===== src/rtl/uart_tx_arbiter.sv =====
// Round-robin arbiter that shares the UART transmitter between two byte
// sources. It polls the UART status register until the transmitter is idle,
// then writes the granted byte to the TX data register.
module uart_tx_arbiter #(
  parameter logic [1:0]  TX_ADDR     = 2'd0,
  parameter logic [1:0]  STATUS_ADDR = 2'd1,
  parameter int unsigned BUSY_BIT    = 0,
  parameter int unsigned ACK_TIMEOUT = 15
) (
  input  logic       clk,
  input  logic       reset,
  input  logic       req0_valid,
  input  logic [7:0] req0_data,
  output logic       req0_ready,
  input  logic       req1_valid,
  input  logic [7:0] req1_data,
  output logic       req1_ready,
  output logic [1:0] wb_addr,
  output logic [7:0] wb_data_out,
  input  logic [7:0] wb_data_in,
  output logic       wb_we,
  output logic       wb_stb,
  input  logic       wb_ack,
  output logic [1:0] grant,
  output logic       done,
  output logic       timeout_err
);

  typedef enum logic [1:0] {IDLE, POLL, GAP, WRITE} state_t;

  localparam logic [7:0] LIMIT = 8'(ACK_TIMEOUT);

  state_t     state, state_n;
  logic [7:0] data_n;
  logic [1:0] addr_n;
  logic       stb_n, we_n;
  logic [1:0] grant_n;
  logic       done_n, terr_n;
  logic [7:0] cnt, cnt_n, cnt_inc;
  logic       last, last_n;   // 1 = requester 1 was granted last
  logic       pick1;          // arbitration winner is requester 1
  logic       busy;
  logic       unused_status;  // only BUSY_BIT of the status word matters

  assign busy          = wb_data_in[BUSY_BIT];
  assign unused_status = ^wb_data_in;
  assign cnt_inc       = cnt + 8'd1;

  // Arbitration and combinational ready (only output that is not registered)
  always_comb begin
    pick1      = req1_valid & (~req0_valid | ~last);
    req0_ready = (state == IDLE) & req0_valid & ~pick1;
    req1_ready = (state == IDLE) & pick1;
  end

  // Next-state and next-output logic for the bus sequencer
  always_comb begin
    state_n = state;
    data_n  = wb_data_out;
    addr_n  = wb_addr;
    stb_n   = wb_stb;
    we_n    = wb_we;
    grant_n = grant;
    done_n  = 1'b0;
    terr_n  = 1'b0;
    cnt_n   = cnt;
    last_n  = last;
    case (state)
      IDLE: begin
        if (req0_ready | req1_ready) begin
          data_n  = pick1 ? req1_data : req0_data;
          grant_n = pick1 ? 2'b10 : 2'b01;
          last_n  = pick1;
          state_n = POLL;
          stb_n   = 1'b1;
          we_n    = 1'b0;
          addr_n  = STATUS_ADDR;
          cnt_n   = '0;
        end
      end
      POLL: begin
        if (wb_ack) begin
          if (busy) begin
            state_n = GAP;
            stb_n   = 1'b0;
          end else begin
            // Write cycle starts back-to-back with the status read
            state_n = WRITE;
            stb_n   = 1'b1;
            we_n    = 1'b1;
            addr_n  = TX_ADDR;
            cnt_n   = '0;
          end
        end else if (cnt_inc == LIMIT) begin
          state_n = IDLE;
          stb_n   = 1'b0;
          we_n    = 1'b0;
          terr_n  = 1'b1;
          grant_n = '0;
        end else begin
          cnt_n = cnt_inc;
        end
      end
      GAP: begin
        state_n = POLL;
        stb_n   = 1'b1;
        we_n    = 1'b0;
        addr_n  = STATUS_ADDR;
        cnt_n   = '0;
      end
      WRITE: begin
        if (wb_ack) begin
          state_n = IDLE;
          stb_n   = 1'b0;
          we_n    = 1'b0;
          done_n  = 1'b1;
          grant_n = '0;
        end else if (cnt_inc == LIMIT) begin
          state_n = IDLE;
          stb_n   = 1'b0;
          we_n    = 1'b0;
          terr_n  = 1'b1;
          grant_n = '0;
        end else begin
          cnt_n = cnt_inc;
        end
      end
      default: state_n = IDLE;
    endcase
  end

  // State and registered outputs; reset drops any in-flight cycle silently
  always_ff @(posedge clk) begin
    if (reset) begin
      state       <= IDLE;
      wb_data_out <= '0;
      wb_addr     <= '0;
      wb_stb      <= 1'b0;
      wb_we       <= 1'b0;
      grant       <= '0;
      done        <= 1'b0;
      timeout_err <= 1'b0;
      cnt         <= '0;
      last        <= 1'b1;
    end else begin
      state       <= state_n;
      wb_data_out <= data_n;
      wb_addr     <= addr_n;
      wb_stb      <= stb_n;
      wb_we       <= we_n;
      grant       <= grant_n;
      done        <= done_n;
      timeout_err <= terr_n;
      cnt         <= cnt_n;
      last        <= last_n;
    end
  end

endmodule


===== config.mk =====
export PLATFORM = sky130hd
export DESIGN_NAME = uart_tx_arbiter
export DESIGN_NICKNAME = d
export VERILOG_FILES = /design/src/rtl/uart_tx_arbiter.sv
export SDC_FILE = /design/constraint.sdc
export NUM_CORES = 1
export LEC_CHECK = 0
export CAP_MARGIN = 20
export CORE_MARGIN = 2
export CORE_UTILIZATION = 35
export DETAILED_ROUTE_END_ITERATION = 10
export PLACE_DENSITY = 0.61
export SLEW_MARGIN = 40
export SYNTH_ARGS = -nofsm -noshare
export SYNTH_HDL_FRONTEND = slang
export SYNTH_SLANG_ARGS = --single-unit

===== constraint.sdc =====
create_clock -name clk -period 2.08 [get_ports clk]
set_input_delay 0.624 -clock clk [delete_from_list [all_inputs] [get_ports clk]]
set_output_delay 0.624 -clock clk [all_outputs]
set_load 0.01 [all_outputs]

==> metrics, run 1 <==
Worst setup EP type=register; nets=about 250; worst min path class=reg -> reg; n_diodes=0; Hold Buf Count CTS=0; Final setup viols=0; Area growth, synth to finish=39.7%; YS warnings=0; drt pass-1 iters=4; clk buf depth=2; number of synthesized flops with an enable pin=0; Worst R2R Start=state[1]; I/O pins=47; share of cells above drive strength 1=between 10% and 20%; total core area=roughly 3700 sq um; post-synth top area share=a little under two fifths; Layout Skew=0.00652 ns; Fin Setup TNS=0 ns; # port buffers=38; fin area=1910 sq um; Hold Vio Cnt, Final=0; DRT met1 WL=around 1500 um; die area=4430 sq um; status=completed; post-DP HPWL=2700 um; CP startpoint kind=input port; Worst-path clk slew=roughly 0.090 ns; worst skew pair latency=about 0.26 ns; post-synthesis instance area=~1400 sq um; die height=66.6 um; Synth Area per Inst=~8.5 sq um; hold_ws=approximately 0.49 ns; dpl ws=-0.541 ns; top area cells in the synthesized netlist=dfxtp_1, mux2i_1, nor2_1; Post-Place Cells=roughly 260; reg2reg path depth=7; overall global routing resource usage=16.8%; Starting Density=about 37%; FFs w/ async S/R, synth=0%; # DRC=0; Num Clock Sinks=26; Syn Nets=approximately 200; pins over their slew limit=0; TritonCTS clock tree=done; vias in the first global route=around 1.3k; Fmax=517 MHz; CTS H-Tree Depth=1; Initial DRC Count=between 40 and 50; final worst-path setup slack=0.146 ns; met2 wire len=about 1600 um; Worst Min Path Start=wb_addr[0]; row count=22; synth unique cells=between 40 and 50; CP Data Arrival Time=2.13 ns; Seq cells post-synth=26; Routed Antenna Nets=0; Met3 Wirelength=about 260 um; top routing layer used=met4; worst-path maximum fanout=9; fin util=around half; WL final=about 3400 um; max-cap violations=0; total number of vias=between 1k and 1.5k; root buffer cell=clkbuf_8; Max VDD drop=between 200 and 250 uV; dpl cell area=approximately 1900 sq um; Gate Count Post-Synth=approximately 160; global-route wire length before repair=between 5000 and 6000 um; routed length per instance=between 10 and 15 um; sequential share of the synthesized area=between 30 and 40%; Synth area leader=dfxtp_1; Most used DFF post-synth=dfxtp_1; Req. time, crit path=about 2.3 ns; Die Width=66.6 um; Layout Cells excl Fill=around 260; LEAKAGE=approximately 0.74 nW; hold path cells=2; total congestion overflow=0; via density per instance=5.31; PwrDens=between 600 and 700 nW/um^2; crit path launch=req0_valid; RSZ-0062 raised after global routing=false; fin crit share=93.0%; initial antenna violation count=0; Num CTS Buffers=3; Final Total Pwr=about 1.2 mW; largest net degree at the start of global routing=21; critical path type=in -> reg; Final Wtd Congestion=roughly 0.74; fin crit period=approximately 1.9 ns
report_power, final:
| group | internal (mW) | switching [mW] | total (mW) |
|---|---|---|---|
| Combinational | 0.208 | 0.186 | 0.394 |
| Clock | 0.129 | 0.146 | 0.276 |
| Sequential | 0.542 | 0.0284 | 0.571 |
worst paths after layout:
check / slack (ns) / to
setup reg to reg: 0.15 / cnt[3]
hold reg to reg: 0.49 / wb_addr[0]
setup / recovery: 0.15 / grant[0]
hold / removal: 0.49 / wb_addr[0]
final cells by class:
type | count | area [sq um]
Inverter | 5 | 18.8
Timing Repair Buffer | 54 | 488
Clock buffer | 3 | 41.3
Tap cell | 48 | 60.1
Fill cell | 387 | 1800
Sequential cell | 26 | 520
Multi-Input combinational cell | 122 | 786
layout by cell type, fill, tap and decap left out, types with 6 or more instances in the layout:
master	count
a211oi_1	8
a21oi_1	10
buf_4	16
clkdlybuf4s50_1	34
dfxtp_1	26
mux2i_1	8
nand2_1	14
nand3_1	6
nor2_1	19
o21ai_0	6
registers in the layout (all words and copies together), names as in the netlist:
signal and flops:
cnt 8, done 1, grant 2, last 1
state 2, timeout_err 1, wb_addr 1, wb_data_out 8
wb_stb 1, wb_we 1
kinds of logic (layout without fill, tap and decap cells):
group / Yosys count / after routing / synth area share [%]
XOR/XNOR: 3 / 3 / 1.92
adder cells (fa/ha/maj): 5 / 5 / 4.57
multiplexers: 8 / 8 / 5.84
other: 1 / 1 / 0.274
buffers and inverters: 14 / 62 / 5.02
AO/OA/AOI/OAI: 41 / 41 / 20.5
flip-flops: 26 / 26 / 38.0
AND/OR/NAND/NOR: 64 / 64 / 23.9
critical path: stages:
cell,delay [ns]
dlygate4sd2_1,0.25
buf_4,0.14
or3b_1,0.46
buf_4,0.20
nand3_1,0.10
buf_4,0.13
nand2_1,0.05
a31oi_1,0.17
synth_stat cells, types with 2 or more instances:
cell type / count
and4_1: 2
nand3_1: 6
nor2b_1: 2
o21a_1: 2
clkbuf_1: 3
nand2_1: 14
a21oi_1: 10
nor3_1: 5
or3b_1: 3
dfxtp_1: 26
xnor2_1: 2
mux2i_1: 8
inv_1: 5
nand4_1: 4
buf_2: 3
a211oi_1: 8
o21ai_0: 6
a21boi_0: 2
ha_1: 5
a31oi_1: 3
nor2_1: 19
layer usage:
layer  up-vias  track usage (%)
met5         -                0
met1       640             20.6
li1        688                -
met2        39             28.2
met4         0             4.59
met3         2             5.24
what timing repair did:
item | CTS | global route
resized for setup | 12 | 0
endpoints found under the setup margin | 4 | 0
buffers inserted | 0 | 0
endpoints found under the hold margin | 0 | 0
Note: power is estimated with default switching activity, not from simulation.
==> inputs of run 2 (changes only) <==
--- a/config.mk
+++ b/config.mk
@@ -7,9 +7,10 @@
 export LEC_CHECK = 0
 export CAP_MARGIN = 20
 export CORE_MARGIN = 2
-export CORE_UTILIZATION = 35
+export CORE_UTILIZATION = 45
 export DETAILED_ROUTE_END_ITERATION = 10
-export PLACE_DENSITY = 0.61
+export PLACE_DENSITY = 0.76
+export SETUP_SLACK_MARGIN = 0.4
 export SLEW_MARGIN = 40
 export SYNTH_ARGS = -nofsm -noshare
 export SYNTH_HDL_FRONTEND = slang
==> metrics, run 2 (synthesized netlist as in run 1, its figures left out) <==
Die Width=59.2 um (was 66.6 um); Final Wtd Congestion=0.832 (was 0.737); Num Clock Sinks=26 (unchanged); LEAKAGE=0.887 nW (was 0.736 nW); CP startpoint kind=register (was input port); # DRC=0 (unchanged); worst-path maximum fanout=5 (was 9); initial antenna violation count=0 (unchanged); commonest cells after routing, fill and taps aside=buf_4, nor2_1, dfxtp_1 (was clkdlybuf4s50_1, dfxtp_1, nor2_1); R2R Setup Slk=0.32 ns (was 0.15 ns); P_sw=0.409 mW (was 0.361 mW); Routed Antenna Nets=0 (unchanged); final worst-path setup slack=0.261 ns (was 0.146 ns); most common cell after layout, fill and taps aside=buf_4 (was clkdlybuf4s50_1); Fmax=550 MHz (was 517 MHz); Clk pwr share=25.1% (was 22.2%); Starting Density=46.0% (was 36.9%); Worst setup EP type=output pin (was register); global-route wire length before repair=6600 um (was 5780 um); status=completed (unchanged); vias in the first global route=1481 (was 1330); hold_ws=0.498 ns (was 0.494 ns); worst skew pair latency=0.32 ns (was 0.26 ns); RSZ-0062 raised after global routing=true (was false); clk buf depth=2 (unchanged); routed length per instance=15.9 um (was 13.4 um); PwrDens=641 nW/um^2 (was 648 nW/um^2); total congestion overflow=0 (unchanged); via density per instance=5.84 (was 5.31); Worst-path clk slew=0.15 ns (was 0.09 ns); Switching Share=29.4% (was 29.1%); CTS H-Tree Depth=1 (unchanged); largest net degree at the start of global routing=17 (was 21); Area growth, synth to finish=58.0% (was 39.7%); Internal=0.979 mW (was 0.880 mW); fin crit share=87.5% (was 93.0%); total core area=2980 sq um (was 3720 sq um); Layout Cells excl Fill=257 (was 258); overall global routing resource usage=24.5% (was 16.8%); nets=259 (was 246); power share of the combinational group=33.2% (was 31.8%); root buffer cell=clkbuf_4 (was clkbuf_8); Fin Setup TNS=0 ns (unchanged); Hold Buf Count CTS=0 (unchanged); row count=20 (was 22); dpl ws=-0.533 ns (was -0.541 ns); CP Data Arrival Time=1.20 ns (was 2.13 ns); post-DP HPWL=2550 um (was 2700 um); Post-Place Cells=239 (was 255); worst min path class=reg -> reg (unchanged); fin crit period=1.82 ns (was 1.93 ns); die height=59.2 um (was 66.6 um); Layout Skew=0.00339 ns (was 0.00652 ns); drt pass-1 iters=4 (unchanged); I/O pins=47 (unchanged); sequential cell area=537 sq um (was 520 sq um); Num CTS Buffers=3 (unchanged); share of cells above drive strength 1=31.7% (was 13.8%); max-cap violations=0 (unchanged); critical path type=reg -> out (was in -> reg); Max VDD drop=390 uV (was 228 uV); TritonCTS clock tree=done (unchanged); pins over their slew limit=0 (unchanged); fillers=203 (was 387); die area=3500 sq um (was 4430 sq um); Hold Vio Cnt, Final=0 (unchanged); n_diodes=0 (unchanged); # port buffers=38 (unchanged); Initial DRC Count=58 (was 44); Final setup viols=0 (unchanged); total number of vias=1500 (was 1369); largest registers=cnt x8, wb_data_out x8 (unchanged); WL final=4100 um (was 3450 um); Seq pwr share=41.7% (was 46.0%); area of the multi-input gates=920 sq um (was 786 sq um); Req. time, crit path=1.46 ns (was 2.27 ns)
==> run 2: layout make-up <==
| class | count | share of cell area, % |
|---|---|---|
| tap | 33 | 1.91 |
| clock buffer | 3 | 1.04 |
| clock inverter | 1 | 1.39 |
| multi-input combinational | 123 | 42.5 |
| sequential | 26 | 24.8 |
| timing repair buffer | 66 | 27.4 |
| inverter | 5 | 0.983 |
==> run 2: critical path: stages, from the launching register on <==
cell and delay [ns]:
dfxtp_4 0.39, inv_4 0.06, ha_4 0.15, nand2_2 0.05
nor2_1 0.09, buf_2 0.14
==> run 2: layer usage <==
layer  track usage [%]  part of all wire, %  wire length [um]
met1              28.1                   38              1560
met2              44.1                   50              2070
met3              5.90                  8.4               344
met4              8.44                  3.1               129
met5                 0                    0                 0
==> run 2: path summary, 6_finish.rpt <==
check / start / to / cells past startpoint
max: state[0] / req0_ready / 5
min: grant[0] / grant[0] / 2
max reg2reg: state[0] / cnt[3] / 7
min reg2reg: grant[0] / grant[0] / 2
==> run 2: what timing repair did <==
action	CTS	global route
buffers inserted	12	1
hold endpoints to repair	0	0
cloned	1	0
setup endpoints to repair	33	17
gates resized for setup	58	15
pin swaps	12	11
==> run 2: per-stage QoR <==
step                power, mW  cell area [sq um]  util (%)
finish                   1.39               2160      72.7
floorplan               0.796               1420         -
global placement        0.988               1920      64.3
detailed placement       1.00               1920      64.3
CTS                      1.37               2100      70.7
global route             1.46               2160      72.7
==> run 2: power by group through the flow <==
stage	clock network, mW	registers (mW)	logic [mW]
floorplan	0	0.598	0.197
global placement	0	0.583	0.405
detailed placement	0	0.586	0.415
CTS	0.355	0.574	0.437
global route	0.376	0.584	0.498
finish	0.348	0.579	0.461
